<file path="config.mk">
export PLATFORM = sky130hd
export DESIGN_NAME = bitwise_op_sched
export DESIGN_NICKNAME = d
export VERILOG_FILES = /design/src/rtl/bitwise_op_sched.sv
export SDC_FILE = /design/constraint.sdc
export NUM_CORES = 1
export LEC_CHECK = 0
export BUFFER_PORTS_ARGS = -buffer_cell sky130_fd_sc_hd__buf_4
export CAP_MARGIN = 20
export CORE_AREA = 2 2 55 57
export CTS_BUF_LIST = sky130_fd_sc_hd__clkbuf_16
export CTS_CLUSTER_SIZE = 40
export DETAILED_ROUTE_END_ITERATION = 8
export DIE_AREA = 0 0 57 59
export PLACE_DENSITY = 0.75
export SYNTH_ARGS = -nofsm -noshare
export SYNTH_HDL_FRONTEND = slang
export SYNTH_SLANG_ARGS = --single-unit
</file>
<file path="constraint.sdc">
create_clock -name clk -period 2 [get_ports clk]
set_clock_uncertainty 0.2 [all_clocks]
set_input_delay 0.2 -clock clk [delete_from_list [all_inputs] [get_ports clk]]
set_output_delay 0.2 -clock clk [all_outputs]
set_load 0.005 [all_outputs]
</file>
<file path="src/rtl/bitwise_op_sched.sv">
// -----------------------------------------------------------------------------
// bitwise_op_sched
//
// Sequencing controller for the 4-bit bitwise operator set. One command
// (operands x, y, z plus a 6-bit op-select mask) is accepted over a
// valid/ready handshake. The selected ops are then evaluated one per cycle,
// in ascending index order, through a single shared evaluator. Each result
// is streamed out, tagged with its op index, over a second valid/ready
// handshake.
//
// Op encoding (bitwise, WIDTH bits):
//   op0 = x & y      op1 = x | y      op2 = x ^ y
//   op3 = ~x         op4 = ~(x | y)   op5 = (x & y) | z
//
// Ports:
//   clk        in   system clock, all state on rising edge
//   rst_n      in   asynchronous active-low reset
//   in_valid   in   command present
//   in_ready   out  block can accept a command (IDLE only)
//   in_x/y/z   in   operands, WIDTH bits
//   in_mask    in   op-select mask, bit k enables op k
//   out_valid  out  result present (RUN only)
//   out_ready  in   consumer accepts result
//   out_data   out  result value
//   out_op     out  index of the op producing out_data
//   out_last   out  out_data is the final result of the command
//   done       out  one-cycle pulse when the command is fully retired
//   busy       out  command in progress (RUN or DONE)
// -----------------------------------------------------------------------------
module bitwise_op_sched #(
    parameter int WIDTH = 4,
    parameter int NOPS  = 6     // fixed: the op set has exactly six members
) (
    input  logic             clk,
    input  logic             rst_n,
    input  logic             in_valid,
    output logic             in_ready,
    input  logic [WIDTH-1:0] in_x,
    input  logic [WIDTH-1:0] in_y,
    input  logic [WIDTH-1:0] in_z,
    input  logic [NOPS-1:0]  in_mask,
    output logic             out_valid,
    input  logic             out_ready,
    output logic [WIDTH-1:0] out_data,
    output logic [2:0]       out_op,
    output logic             out_last,
    output logic             done,
    output logic             busy
);

    typedef enum logic [1:0] {
        ST_IDLE = 2'd0,
        ST_RUN  = 2'd1,
        ST_DONE = 2'd2
    } state_t;

    // -------------------------------------------------------------------------
    // Shared bitwise evaluator
    // -------------------------------------------------------------------------
    function automatic logic [WIDTH-1:0] f_eval(
        input logic [2:0]       op,
        input logic [WIDTH-1:0] x,
        input logic [WIDTH-1:0] y,
        input logic [WIDTH-1:0] z
    );
        logic [WIDTH-1:0] res;
        res = '0;
        case (op)
            3'd0:    res = x & y;
            3'd1:    res = x | y;
            3'd2:    res = x ^ y;
            3'd3:    res = ~x;
            3'd4:    res = ~(x | y);
            3'd5:    res = (x & y) | z;
            default: res = '0;
        endcase
        return res;
    endfunction

    // -------------------------------------------------------------------------
    // State and datapath registers
    // -------------------------------------------------------------------------
    state_t           r_state;
    state_t           w_state_nxt;
    logic [WIDTH-1:0] r_x;
    logic [WIDTH-1:0] r_y;
    logic [WIDTH-1:0] r_z;
    logic [NOPS-1:0]  r_rem;        // ops still to be emitted

    logic             w_run;
    logic             w_accept;
    logic             w_fire;
    logic [2:0]       w_op_idx;
    logic [NOPS-1:0]  w_rem_drop;   // r_rem with its lowest set bit cleared
    logic             w_rem_one;

    assign w_run    = (r_state == ST_RUN);
    assign w_accept = in_valid && in_ready;
    assign w_fire   = out_valid && out_ready;

    // x & (x-1) clears the lowest set bit; if that leaves nothing, exactly
    // one bit was set, so the op being presented is the last one.
    assign w_rem_drop = r_rem & (r_rem - 1'b1);
    assign w_rem_one  = (r_rem != '0) && (w_rem_drop == '0);

    // Lowest set bit wins: scan from the top so the last hit is the lowest.
    // NOTE: every always_comb output gets a default first, otherwise a path
    // that assigns nothing would infer a latch.
    always_comb begin
        w_op_idx = '0;
        for (int k = NOPS - 1; k >= 0; k--) begin
            if (r_rem[k]) begin
                w_op_idx = 3'(k);
            end
        end
    end

    // -------------------------------------------------------------------------
    // FSM: next-state logic
    // -------------------------------------------------------------------------
    always_comb begin
        w_state_nxt = r_state;
        case (r_state)
            ST_IDLE: begin
                if (w_accept) begin
                    w_state_nxt = (in_mask != '0) ? ST_RUN : ST_DONE;
                end
            end
            ST_RUN: begin
                if (w_fire && w_rem_one) begin
                    w_state_nxt = ST_DONE;
                end
            end
            ST_DONE: begin
                w_state_nxt = ST_IDLE;
            end
            default: begin
                w_state_nxt = ST_IDLE;
            end
        endcase
    end

    // -------------------------------------------------------------------------
    // FSM: state register
    // -------------------------------------------------------------------------
    // NOTE: sequential state uses non-blocking assignments so every register
    // samples the pre-edge values, independent of statement order.
    always_ff @(posedge clk or negedge rst_n) begin
        if (!rst_n) begin
            r_state <= ST_IDLE;
        end else begin
            r_state <= w_state_nxt;
        end
    end

    // -------------------------------------------------------------------------
    // Operand latch and pending-op mask
    // -------------------------------------------------------------------------
    // Operands only load in IDLE, so traffic on the input side while a
    // command is in flight cannot disturb it.
    always_ff @(posedge clk or negedge rst_n) begin
        if (!rst_n) begin
            r_x   <= '0;
            r_y   <= '0;
            r_z   <= '0;
            r_rem <= '0;
        end else begin
            if (w_accept) begin
                r_x   <= in_x;
                r_y   <= in_y;
                r_z   <= in_z;
                r_rem <= in_mask;
            end else if (w_run && w_fire) begin
                r_rem <= w_rem_drop;
            end
        end
    end

    // -------------------------------------------------------------------------
    // Outputs: combinational from registers only, so they are glitch-free
    // relative to the handshake and hold steady while the consumer stalls.
    // Result fields are forced to zero outside RUN.
    // -------------------------------------------------------------------------
    assign in_ready  = (r_state == ST_IDLE);
    assign out_valid = w_run;
    assign out_op    = w_run ? w_op_idx : 3'd0;
    assign out_data  = w_run ? f_eval(w_op_idx, r_x, r_y, r_z) : '0;
    assign out_last  = w_run && w_rem_one;
    assign done      = (r_state == ST_DONE);
    assign busy      = (r_state != ST_IDLE);

endmodule
</file>
==> results of run 1 <==
cell usage in the layout (no fill, tap or decap), types with 2 or more instances in the layout:
cell and n:
sky130_fd_sc_hd__clkbuf_16 3, sky130_fd_sc_hd__buf_2 2, sky130_fd_sc_hd__ha_1 6, sky130_fd_sc_hd__dfrtp_2 5
sky130_fd_sc_hd__a21oi_2 3, sky130_fd_sc_hd__mux2i_1 3, sky130_fd_sc_hd__inv_1 6, sky130_fd_sc_hd__mux2_1 4
sky130_fd_sc_hd__a21oi_1 7, sky130_fd_sc_hd__a221oi_2 2, sky130_fd_sc_hd__inv_2 5, sky130_fd_sc_hd__nor4_1 2
sky130_fd_sc_hd__xor2_1 2, sky130_fd_sc_hd__buf_4 58, sky130_fd_sc_hd__o21ai_0 4, sky130_fd_sc_hd__and3_1 2
sky130_fd_sc_hd__nand2_1 14, sky130_fd_sc_hd__ha_4 2, sky130_fd_sc_hd__dlygate4sd3_1 17, sky130_fd_sc_hd__dfrtp_1 15
sky130_fd_sc_hd__a22o_1 6, sky130_fd_sc_hd__mux2_4 2, sky130_fd_sc_hd__nor3_1 2, sky130_fd_sc_hd__a31oi_1 2
sky130_fd_sc_hd__nor2_1 7, sky130_fd_sc_hd__nor2b_1 3, sky130_fd_sc_hd__nor3b_2 2, sky130_fd_sc_hd__o21ai_1 13
sky130_fd_sc_hd__nand2_2 2, sky130_fd_sc_hd__nor4_4 2
registers in the layout (all words and copies together), names as in the netlist:
register	count
r_rem	6
r_x	4
r_y	4
r_z	4
r_state	2
layer usage:
metal | vias up | share of wire | wire, um | global-route usage
met4 | 0 | 0.029 | 127 | 0.09967
met5 | - | 0 | 0 | 0
met3 | 11 | 0.064 | 274 | 0.03275
met1 | 711 | 0.39 | 1659 | 0.3074
met2 | 76 | 0.52 | 2247 | 0.4516
li1 | 694 | - | - | -
power breakdown:
group          total, uW  internal [uW]  switching, uW  leakage (uW)
logic               2380           1250           1130      0.000757
registers            832            603            229      0.000241
clock network        561            398            163     0.0000511
cell type report:
cell class	count	area, um2
Clock buffer	3	75.07
Clock inverter	1	30.03
Fill cell	141	493.0
Inverter	11	41.29
Multi-Input combinational cell	112	883.3
Sequential cell	20	506.7
Tap cell	31	38.79
Timing Repair Buffer	79	641.9
synth_stat cells, types with 2 or more instances:
library cell | number | area [um2]
sky130_fd_sc_hd__and3_1 | 2 | 12.51
sky130_fd_sc_hd__mux2i_1 | 3 | 30.03
sky130_fd_sc_hd__mux2_1 | 4 | 45.04
sky130_fd_sc_hd__o21ai_1 | 13 | 65.06
sky130_fd_sc_hd__nor2_1 | 8 | 30.03
sky130_fd_sc_hd__a22o_1 | 6 | 52.55
sky130_fd_sc_hd__a31oi_1 | 2 | 12.51
sky130_fd_sc_hd__nor4_1 | 3 | 18.77
sky130_fd_sc_hd__a21oi_1 | 10 | 50.05
sky130_fd_sc_hd__ha_1 | 8 | 100.1
sky130_fd_sc_hd__nor3_1 | 4 | 20.02
sky130_fd_sc_hd__buf_2 | 9 | 45.04
sky130_fd_sc_hd__nor3b_1 | 2 | 15.01
sky130_fd_sc_hd__xor2_1 | 2 | 17.52
sky130_fd_sc_hd__nor2b_1 | 3 | 18.77
sky130_fd_sc_hd__nand2_1 | 16 | 60.06
sky130_fd_sc_hd__o21ai_0 | 5 | 25.02
sky130_fd_sc_hd__dfrtp_1 | 20 | 500.5
sky130_fd_sc_hd__inv_1 | 10 | 37.54
sky130_fd_sc_hd__mux2_2 | 2 | 22.52
stage by stage:
stage / total power (uW) / setup WS, ns / instance area, um2 / std cells / hold WS (ns)
3_3_place_gp: 2362 / 0.1649 / 1632 / 213 / -0.1100
4_1_cts: 3335 / -0.1279 / 2058 / 248 / 0.001998
6_report: 3774 / -0.1553 / 2217 / 257 / 0.003352
2_1_floorplan: 1855 / 0.3081 / 1355 / 154 / -0.2956
3_5_place_dp: 2422 / 0.08496 / 1632 / 213 / -0.1066
5_1_grt: 4004 / -0.2259 / 2217 / 257 / 0.004178
logic make-up (layout without fill, tap and decap cells):
| family | count (synthesis) | count (layout) | synth area share |
|---|---|---|---|
| buffers and inverters | 22 | 94 | 0.07479 |
| flip-flops | 20 | 20 | 0.3693 |
| XOR/XNOR | 2 | 2 | 0.01293 |
| AO/OA/AOI/OAI | 46 | 46 | 0.2179 |
| AND/OR/NAND/NOR | 47 | 47 | 0.1791 |
| multiplexers | 9 | 9 | 0.07202 |
| adder cells (fa/ha/maj) | 8 | 8 | 0.07387 |
worst max-delay path: cells and delay by family, from the launching register on:
family	cells	cell delay, ns
AO/OA/AOI/OAI	3	0.50
AND/OR/NAND/NOR	1	0.39
buffers and inverters	1	0.13
flip-flops	1	0.47
timing repair:
item,in CTS,in global routing
setup endpoints to repair,6,7
endpoints found under the hold margin,36,0
resized for setup,14,23
hold buffers,17,0
buffers inserted,14,10
pin swaps,11,13
worst max-delay path by stage:
stage               cells past startpoint           to  slack [ns]      from
global route                            5  out_data[0]       -0.23  r_rem[2]
global placement                        5  out_data[0]        0.16  r_rem[2]
floorplan                               5  out_data[0]        0.31  r_rem[3]
finish                                  5  out_data[0]       -0.16  r_rem[2]
detailed placement                      5  out_data[0]        0.08  r_rem[2]
CTS                                     5  out_data[0]       -0.13  r_rem[2]
==> summary.txt, run 1 <==
Synth
  • Register area share after synthesis: 0.3693
  • Commonest register cell after synthesis: sky130_fd_sc_hd__dfrtp_1
  • Post-synthesis cell count: 154
  • Number of synthesis warnings: 0
  • Synthesized netlist net count: between 150 and 200
  • Synthesized area: 1355 um2
  • Count of distinct cell types in the synthesized netlist: between 40 and 50
  • Number of register bits inferred by synthesis: 20
  • Synthesized area per cell: between 8 and 9 um2
  • Synth async-reset ratio: 1.000
  • EDFF count, synth: 0

Pwr
  • Total power density per cell area: approximately 1700 nW/um2
  • Standby leakage power: ~0.0010 uW
  • VDD IR-drop max: 0.001338 V

Worst setup path
  • Critical path required time: 1.60 ns
  • Crit-path slowest cell: sky130_fd_sc_hd__dfrtp_2
  • Data arrival time of the worst path: between 1.5 and 2 ns
  • End of the worst register-to-register path: r_rem[5]
  • Category of the worst setup path capture point: primary output
  • Delay of the slowest cell on the worst path: between 0.4 and 0.5 ns
  • CP max FO: 7
  • Kind of start point of the critical path: flip-flop
  • Reg2reg setup slack: 0.10 ns
  • Count of cells along the worst register-to-register path: 5
  • Cell breakdown of the critical path: or3b_1 -> a221oi_2 -> a31oi_1 -> a21oi_1 -> buf_4
  • Crit Reg-Reg Startpoint: r_rem[2]
  • Start-to-end type of the worst setup path: flip-flop to primary output

GRT
  • Global-route wire length before repair: approximately 6500 um
  • Largest net degree at the start of global routing: 29
  • Number of antenna violations at the first check in global routing: 0
  • Overall Global Routing Usage: 0.2516
  • Via count of the first global-routing pass: 1475
  • Leftover overflow at the end of global routing: 0

Place
  • Weighted congestion at the end of routability-driven global placement: 0.8202
  • Number of I/O port buffers: 33
  • Sum of net half-perimeters after detailed placement: approximately 2500 um

Worst hold path
  • Classification of the worst-slack hold path: primary input to flip-flop
  • Hold_sp: in_mask[3]
  • Worst Hold Path Cells: 2
  • WHS Endpoint: r_rem[3]

CTS
  • Insertion delay to the later sink of the worst-skew pair: approximately 0.26 ns
  • CTS buffer count: 3
  • Clock transition at path regs: around 0.060 ns
  • Sink count of the clock tree: 20
  • Worst-case clock buffer depth: 2
  • Clock tree from TritonCTS: yes
  • Clock Tree Root: sky130_fd_sc_hd__clkbuf_16
  • Count of H-tree levels built during CTS: 1

STA
  • Total negative slack for setup checks: -0.4499 ns
  • Worst slew margin relative to its limit: 0.7707
  • Post-route worst setup slack: -0.1553 ns
  • RSZ-0062 raised after global routing: yes
  • Period minus WS final: between 2 and 2.5 ns
  • Final setup violation count: 5
  • Maximum achievable frequency: 464.0 MHz
  • Final hold violation count: 0
  • Final Slew Violations: 0
  • Slew of the pin with the lowest slew margin: about 0.34 ns
  • Fin crit share: 1.078

Final layout
  • Area growth, synth to finish: 63.62%
  • Final Net Count: 257
  • Final design utilization: 0.8181
  • Layout cell share with drive strength beyond 1: 0.4425
  • Antenna diode count: 0

Die
  • Vert. Die Dim: roughly 60 um
  • Initial cell density of the core: 0.5000
  • Core area: ~2700 um2
  • Boundary Pins: 34
  • Chip width: about 57 um
  • Area enclosed by the die boundary: about 3400 um2
  • Placement Rows: 19

Route
  • Antenna viol nets, final: 0
  • Average wire per standard cell: roughly 17 um
  • Count of unresolved DRC violations after routing: 0
  • Count of TritonRoute iterations in the first routing pass: 4
  • Drt initial violations: between 60 and 70
  • Number of vias per cell after detailed routing: between 5 and 6
  • Via Count: around 1500
  • Total Wirelength: roughly 4300 um

Status
  • Run status: finished with violations
  • Failing checks: negative setup slack

Run
  • Max_cap viols: 0
(Power assumes the default switching activity.)
==> run 2: changes to the inputs <==
--- a/config.mk
+++ b/config.mk
@@ -7,12 +7,12 @@
 export LEC_CHECK = 0
 export BUFFER_PORTS_ARGS = -buffer_cell sky130_fd_sc_hd__buf_4
 export CAP_MARGIN = 20
-export CORE_AREA = 2 2 55 57
+export CORE_AREA = 2 2 56 58
 export CTS_BUF_LIST = sky130_fd_sc_hd__clkbuf_16
 export CTS_CLUSTER_SIZE = 40
 export DETAILED_ROUTE_END_ITERATION = 8
-export DIE_AREA = 0 0 57 59
-export PLACE_DENSITY = 0.75
+export DIE_AREA = 0 0 58 60
+export PLACE_DENSITY = 0.72
 export SYNTH_ARGS = -nofsm -noshare
 export SYNTH_HDL_FRONTEND = slang
 export SYNTH_SLANG_ARGS = --single-unit
==> run 2 against run 1 <==
The flow still finishes with violations (negative setup slack). Non-clock buffer count shrank 6. Final area decreased by 4.5%. Sequential power is 2% lower. Count of clock-buffer cells in the layout is the same. Largest power group unchanged. Highest routed layer unchanged.
==> summary.txt, run 2 (synthesized netlist as in run 1, its figures left out) <==
Status
  • Run status: finished with violations
  • Failing checks: negative setup slack

Place
  • Number of I/O port buffers: 33
  • Weighted congestion at the end of routability-driven global placement: between 0.8 and 0.9
  • Sum of net half-perimeters after detailed placement: approximately 2600 um
  • Worst slack after detailed placement: ~0.12 ns

Worst setup path
  • Delay of the slowest cell on the worst path: between 0.4 and 0.5 ns
  • Cell breakdown of the critical path: buf_4 -> nor4_1 -> a22oi_1 -> a21oi_1 -> buf_4
  • Most numerous cell on the critical path: sky130_fd_sc_hd__buf_4
  • Start-to-end type of the worst setup path: flip-flop to primary output
  • Category of the worst setup path capture point: primary output
  • CP max FO: 7
  • Data arrival time of the worst path: ~1.7 ns
  • Crit-path slowest cell: sky130_fd_sc_hd__dfrtp_2
  • Critical path required time: ~1.6 ns
  • Kind of start point of the critical path: flip-flop
  • Reg2reg setup slack: 0.14 ns

STA
  • Fin crit share: 1.039
  • Period minus WS final: 2.078 ns
  • Post-route worst setup slack: -0.07828 ns
  • Total negative slack for setup checks: -0.2605 ns
  • Maximum achievable frequency: approximately 480 MHz
  • Final setup violation count: 5
  • Worst slew margin relative to its limit: 0.7711
  • Worst hold slack: 0.008706 ns
  • Final hold violation count: 0
  • Final Slew Violations: 0
  • RSZ-0062 raised after global routing: yes
  • Slew of the pin with the lowest slew margin: roughly 0.34 ns

Final layout
  • Most common cell after layout, fill and taps aside: sky130_fd_sc_hd__buf_4
  • Leading cell types in the layout, fill and taps excluded: 58 x sky130_fd_sc_hd__buf_4, 16 x sky130_fd_sc_hd__dfrtp_1, 15 x sky130_fd_sc_hd__dlygate4sd3_1, 14 x sky130_fd_sc_hd__nand2_1, 13 x sky130_fd_sc_hd__o21ai_1
  • Area of combinational cells with multiple inputs: 864.6 um2
  • Largest register FFs: 6
  • Final Net Count: 251
  • Antenna diode count: 0
  • Area growth, synth to finish: 56.23%
  • Register ranked first by flip-flop count: r_rem
  • Storage cell area: approximately 500 um2
  • Layout cell share with drive strength beyond 1: 0.4318
  • Filler Cell Count: 200

Route
  • Antenna viol nets, final: 0
  • Via Count: between 1000 and 1500
  • Count of TritonRoute iterations in the first routing pass: 4
  • Count of unresolved DRC violations after routing: 0
  • Average wire per standard cell: 15.82 um
  • Drt initial violations: 56
  • Total Wirelength: 4003 um
  • Number of vias per cell after detailed routing: approximately 5.6

CTS
  • Insertion delay to the later sink of the worst-skew pair: between 0.2 and 0.3 ns
  • Worst-case clock buffer depth: 2
  • Sink count of the clock tree: 20
  • Count of H-tree levels built during CTS: 1
  • Clock Tree Root: sky130_fd_sc_hd__clkbuf_16
  • CTS buffer count: 3
  • Clock transition at path regs: 0.05 ns
  • Clock tree from TritonCTS: yes

Worst hold path
  • Classification of the worst-slack hold path: primary input to flip-flop

GRT
  • Overall Global Routing Usage: 0.2478
  • Via count of the first global-routing pass: 1424
  • Leftover overflow at the end of global routing: 0
  • Number of antenna violations at the first check in global routing: 0
  • Global-route wire length before repair: approximately 6500 um
  • Largest net degree at the start of global routing: 21

Die
  • Placement Rows: 20
  • Initial cell density of the core: 0.4668
  • Vert. Die Dim: 60 um
  • Core area: between 2000 and 3000 um2
  • Chip width: approximately 58 um
  • Boundary Pins: 34
  • Area enclosed by the die boundary: approximately 3500 um2

Pwr
  • Standby leakage power: between 0.0009 and 0.001 uW
  • VDD IR-drop max: just under 0.0009 V
  • Total power: 3485 uW
  • Total power density per cell area: roughly 1600 nW/um2

Run
  • Max_cap viols: 0
run 2: changes by cell type in the layout (fill, tap and decap cells not counted), sizes merged:
cell / change
clkinv: +1
dlygate4sd3: -2
bufinv: -1
buf: -4
run 2: final cells by class:
type	instances	share of cell area
Sequential cell	20	0.2388
Inverter	11	0.01950
Multi-Input combinational cell	112	0.4084
Timing Repair Buffer	73	0.2766
Tap cell	33	0.01950
Clock inverter	1	0.001773
Clock buffer	3	0.03546
run 2: timing repair:
action                                  4_1_cts  5_1_grt
pin swaps                                    13        4
hold endpoints to repair                     34        0
hold buffers                                 15        0
resized for setup                            16       15
buffers inserted                             12        1
endpoints found under the setup margin        6        8
run 2: through the flow:
stage                     utilization  instances  instance area, um2
after floorplan                     -        154                1355
after global placement         0.5784        221                1679
after detailed placement       0.5784        221                1679
after CTS                      0.7073        252                2053
after global routing           0.7293        253                2117
final                          0.7293        253                2117
run 2: report_power, final:
part	leakage (uW)	switching, uW	internal (uW)
Combinational	0.000717	1080	1180
Sequential	0.000242	214	602
Clock	0.0000385	146	266
run 2: path summary, 6_finish.rpt:
check,endpoint,depth (start not counted),start
hold / removal,r_rem[5],2,in_mask[5]
min in group asynchronous,r_z[3],2,rst_n
setup / recovery,out_last,5,r_rem[0]
max in group asynchronous,r_rem[4],2,rst_n
hold reg to reg,r_z[0],1,r_z[0]
setup reg to reg,r_state[1],6,r_rem[0]
run 2: critical path, delay by kind of cell, from the launching register on:
kind,cells,cell delay [ns]
and+or+nand+nor,1,0.31
AOI/OAI and AO/OA,2,0.34
DFF,1,0.46
buffers and inverters,2,0.31
run 2: per-layer routing:
metal,track usage,up-vias,routed length [um]
li1,-,676,-
met1,0.3189,679,1731
met2,0.4172,58,2003
met3,0.03030,7,202
met4,0.1130,0,65
met5,0,-,0
==> run 3: changes to the inputs <==
--- a/config.mk
+++ b/config.mk
@@ -12,7 +12,7 @@
 export CTS_CLUSTER_SIZE = 40
 export DETAILED_ROUTE_END_ITERATION = 8
 export DIE_AREA = 0 0 58 60
-export PLACE_DENSITY = 0.72
+export PLACE_DENSITY_LB_ADDON = 0.08
 export SYNTH_ARGS = -nofsm -noshare
 export SYNTH_HDL_FRONTEND = slang
 export SYNTH_SLANG_ARGS = --single-unit
==> run 3 against run 2 <==
The flow still finishes with violations (negative setup slack). Non-clock buffer count increased by 2. Flip-flop and latch count did not move. Register-to-register slack improved by 0.07 ns. Global-route usage decreased by 1.5 points. Via count fell by 1.5%. Combinational power down 4%. Largest power group unchanged.
==> summary.txt, run 3 (synthesized netlist as in run 1, its figures left out) <==
GRT
  • Overall Global Routing Usage: 0.2327
  • Leftover overflow at the end of global routing: 0
  • Via count of the first global-routing pass: between 1000 and 1500
  • Largest net degree at the start of global routing: 21
  • Global-route wire length before repair: just over 6000 um
  • Number of antenna violations at the first check in global routing: 0

Die
  • Placement Rows: 20
  • Area enclosed by the die boundary: about 3500 um2
  • Initial cell density of the core: 0.4668
  • Boundary Pins: 34
  • Core area: roughly 2900 um2
  • Vert. Die Dim: ~60 um
  • Chip width: a little under 60 um

STA
  • RSZ-0062 raised after global routing: yes
  • Worst slew margin relative to its limit: 0.6764
  • Post-route worst setup slack: -0.05942 ns
  • Final setup violation count: 5
  • Slew of the pin with the lowest slew margin: 0.4809 ns
  • Final Slew Violations: 0
  • Final hold violation count: 0
  • Maximum achievable frequency: roughly 500 MHz
  • Period minus WS final: just over 2 ns
  • Fin crit share: 1.030

Final layout
  • Largest register FFs: 6
  • Final Net Count: ~250
  • Leading cell types in the layout, fill and taps excluded: 56 x sky130_fd_sc_hd__buf_4, 18 x sky130_fd_sc_hd__dlygate4sd3_1, 15 x sky130_fd_sc_hd__nand2_1, 15 x sky130_fd_sc_hd__dfrtp_1, 12 x sky130_fd_sc_hd__o21ai_1
  • Post-route cell area: about 2100 um2
  • Area growth, synth to finish: 58.54%
  • Most common cell after layout, fill and taps aside: sky130_fd_sc_hd__buf_4
  • Final design utilization: 0.7401
  • Register ranked first by flip-flop count: r_rem
  • Layout cell share with drive strength beyond 1: 0.4234
  • Antenna diode count: 0

Route
  • Number of vias per cell after detailed routing: approximately 5.5
  • Count of unresolved DRC violations after routing: 0
  • Via Count: approximately 1400
  • Count of TritonRoute iterations in the first routing pass: 4
  • Average wire per standard cell: 15.02 um
  • Sum of routed wire segments on met1: 1609 um
  • Amount of wire on met2 after detailed routing: ~2000 um
  • Total Wirelength: 3831 um
  • Highest metal layer with signal wires: met4
  • Antenna viol nets, final: 0
  • WL met3: around 130 um
  • Drt initial violations: 34

CTS
  • Insertion delay to the later sink of the worst-skew pair: 0.25 ns
  • Clock tree from TritonCTS: yes
  • Sink count of the clock tree: 20
  • CTS buffer count: 3
  • Worst-case clock buffer depth: 2
  • Count of H-tree levels built during CTS: 1
  • Clock transition at path regs: ~0.060 ns
  • Clock Tree Root: sky130_fd_sc_hd__clkbuf_16

Worst hold path
  • Classification of the worst-slack hold path: primary input to flip-flop

Place
  • Post-detailed-placement cell area: about 1700 um2
  • Number of I/O port buffers: 33
  • Weighted congestion at the end of routability-driven global placement: roughly 0.85
  • Sum of net half-perimeters after detailed placement: 2503 um
  • Worst slack after detailed placement: roughly 0.11 ns

Status
  • Run status: finished with violations
  • Failing checks: negative setup slack

Pwr
  • Total power density per cell area: around 1600 nW/um2
  • VDD IR-drop max: around 0.0014 V
  • Standby leakage power: roughly 0.0010 uW

Worst setup path
  • Critical path required time: around 1.6 ns
  • Start-to-end type of the worst setup path: flip-flop to primary output
  • CP max FO: 6
  • Category of the worst setup path capture point: primary output
  • Data arrival time of the worst path: around 1.7 ns
  • Kind of start point of the critical path: flip-flop
  • Reg2reg setup slack: between 0.2 and 0.25 ns

Run
  • Max_cap viols: 0
## run 3: cell count changes in the layout (fill, tap and decap cells not counted), sizes merged
cell,before,now
buf,58,57
dlygate4sd3,15,18
## run 3: report_power, final
| group | internal, uW | switching, uW |
|---|---|---|
| sequential | 603 | 233 |
| combinational | 1140 | 1020 |
| clock | 266 | 150 |
## run 3: worst max-delay path, stage by stage (launching register included)
cell,delay [ns]
sky130_fd_sc_hd__dfrtp_2,0.46
sky130_fd_sc_hd__nor4_4,0.35
sky130_fd_sc_hd__buf_4,0.17
sky130_fd_sc_hd__nand3_1,0.07
sky130_fd_sc_hd__a31oi_1,0.21
sky130_fd_sc_hd__buf_4,0.14
## run 3: what timing repair did
item,4_1_cts,5_1_grt
gates resized for setup,18,15
hold endpoints to repair,37,0
pin swaps,7,6
buffers inserted,10,2
setup endpoints to repair,6,6
hold buffers,18,0
## run 3: path summary, 6_finish.rpt
check | startpoint | end | cells after the start
setup / recovery | r_rem[1] | out_data[1] | 5
hold / removal | in_mask[2] | r_rem[2] | 3
setup reg to reg | r_rem[1] | r_rem[5] | 5
hold reg to reg | r_z[0] | r_z[0] | 1
max in group asynchronous | rst_n | r_rem[2] | 2
min in group asynchronous | rst_n | r_state[1] | 2
## run 3: area by class of cell
class	count	area, um2
clock buffers	3	75.07
clock inverters	1	3.754
fillers	212	754.5
inverters	11	41.29
multi-input cells	112	868.3
flip-flops and latches	20	506.7
well taps	33	41.29
repair buffers	75	611.8
## run 3: routing by layer
layer / global-route usage / vias up
met3: 0.05195 / 4
met4: 0.07641 / 0
met5: 0 / -
met1: 0.2727 / 678
li1: - / 683
met2: 0.4205 / 33
## run 3: metrics by stage
step / TNS [ns] / hold slack [ns] / cells / total power (uW)
after floorplan: 0 / -0.2956 / 154 / 1855
after global placement: 0 / -0.1053 / 221 / 2438
after detailed placement: 0 / -0.1031 / 221 / 2478
after CTS: -0.1563 / 0.06002 / 253 / 3221
after global routing: -0.6365 / 0.07328 / 255 / 3681
final: -0.2030 / 0.05713 / 255 / 3417
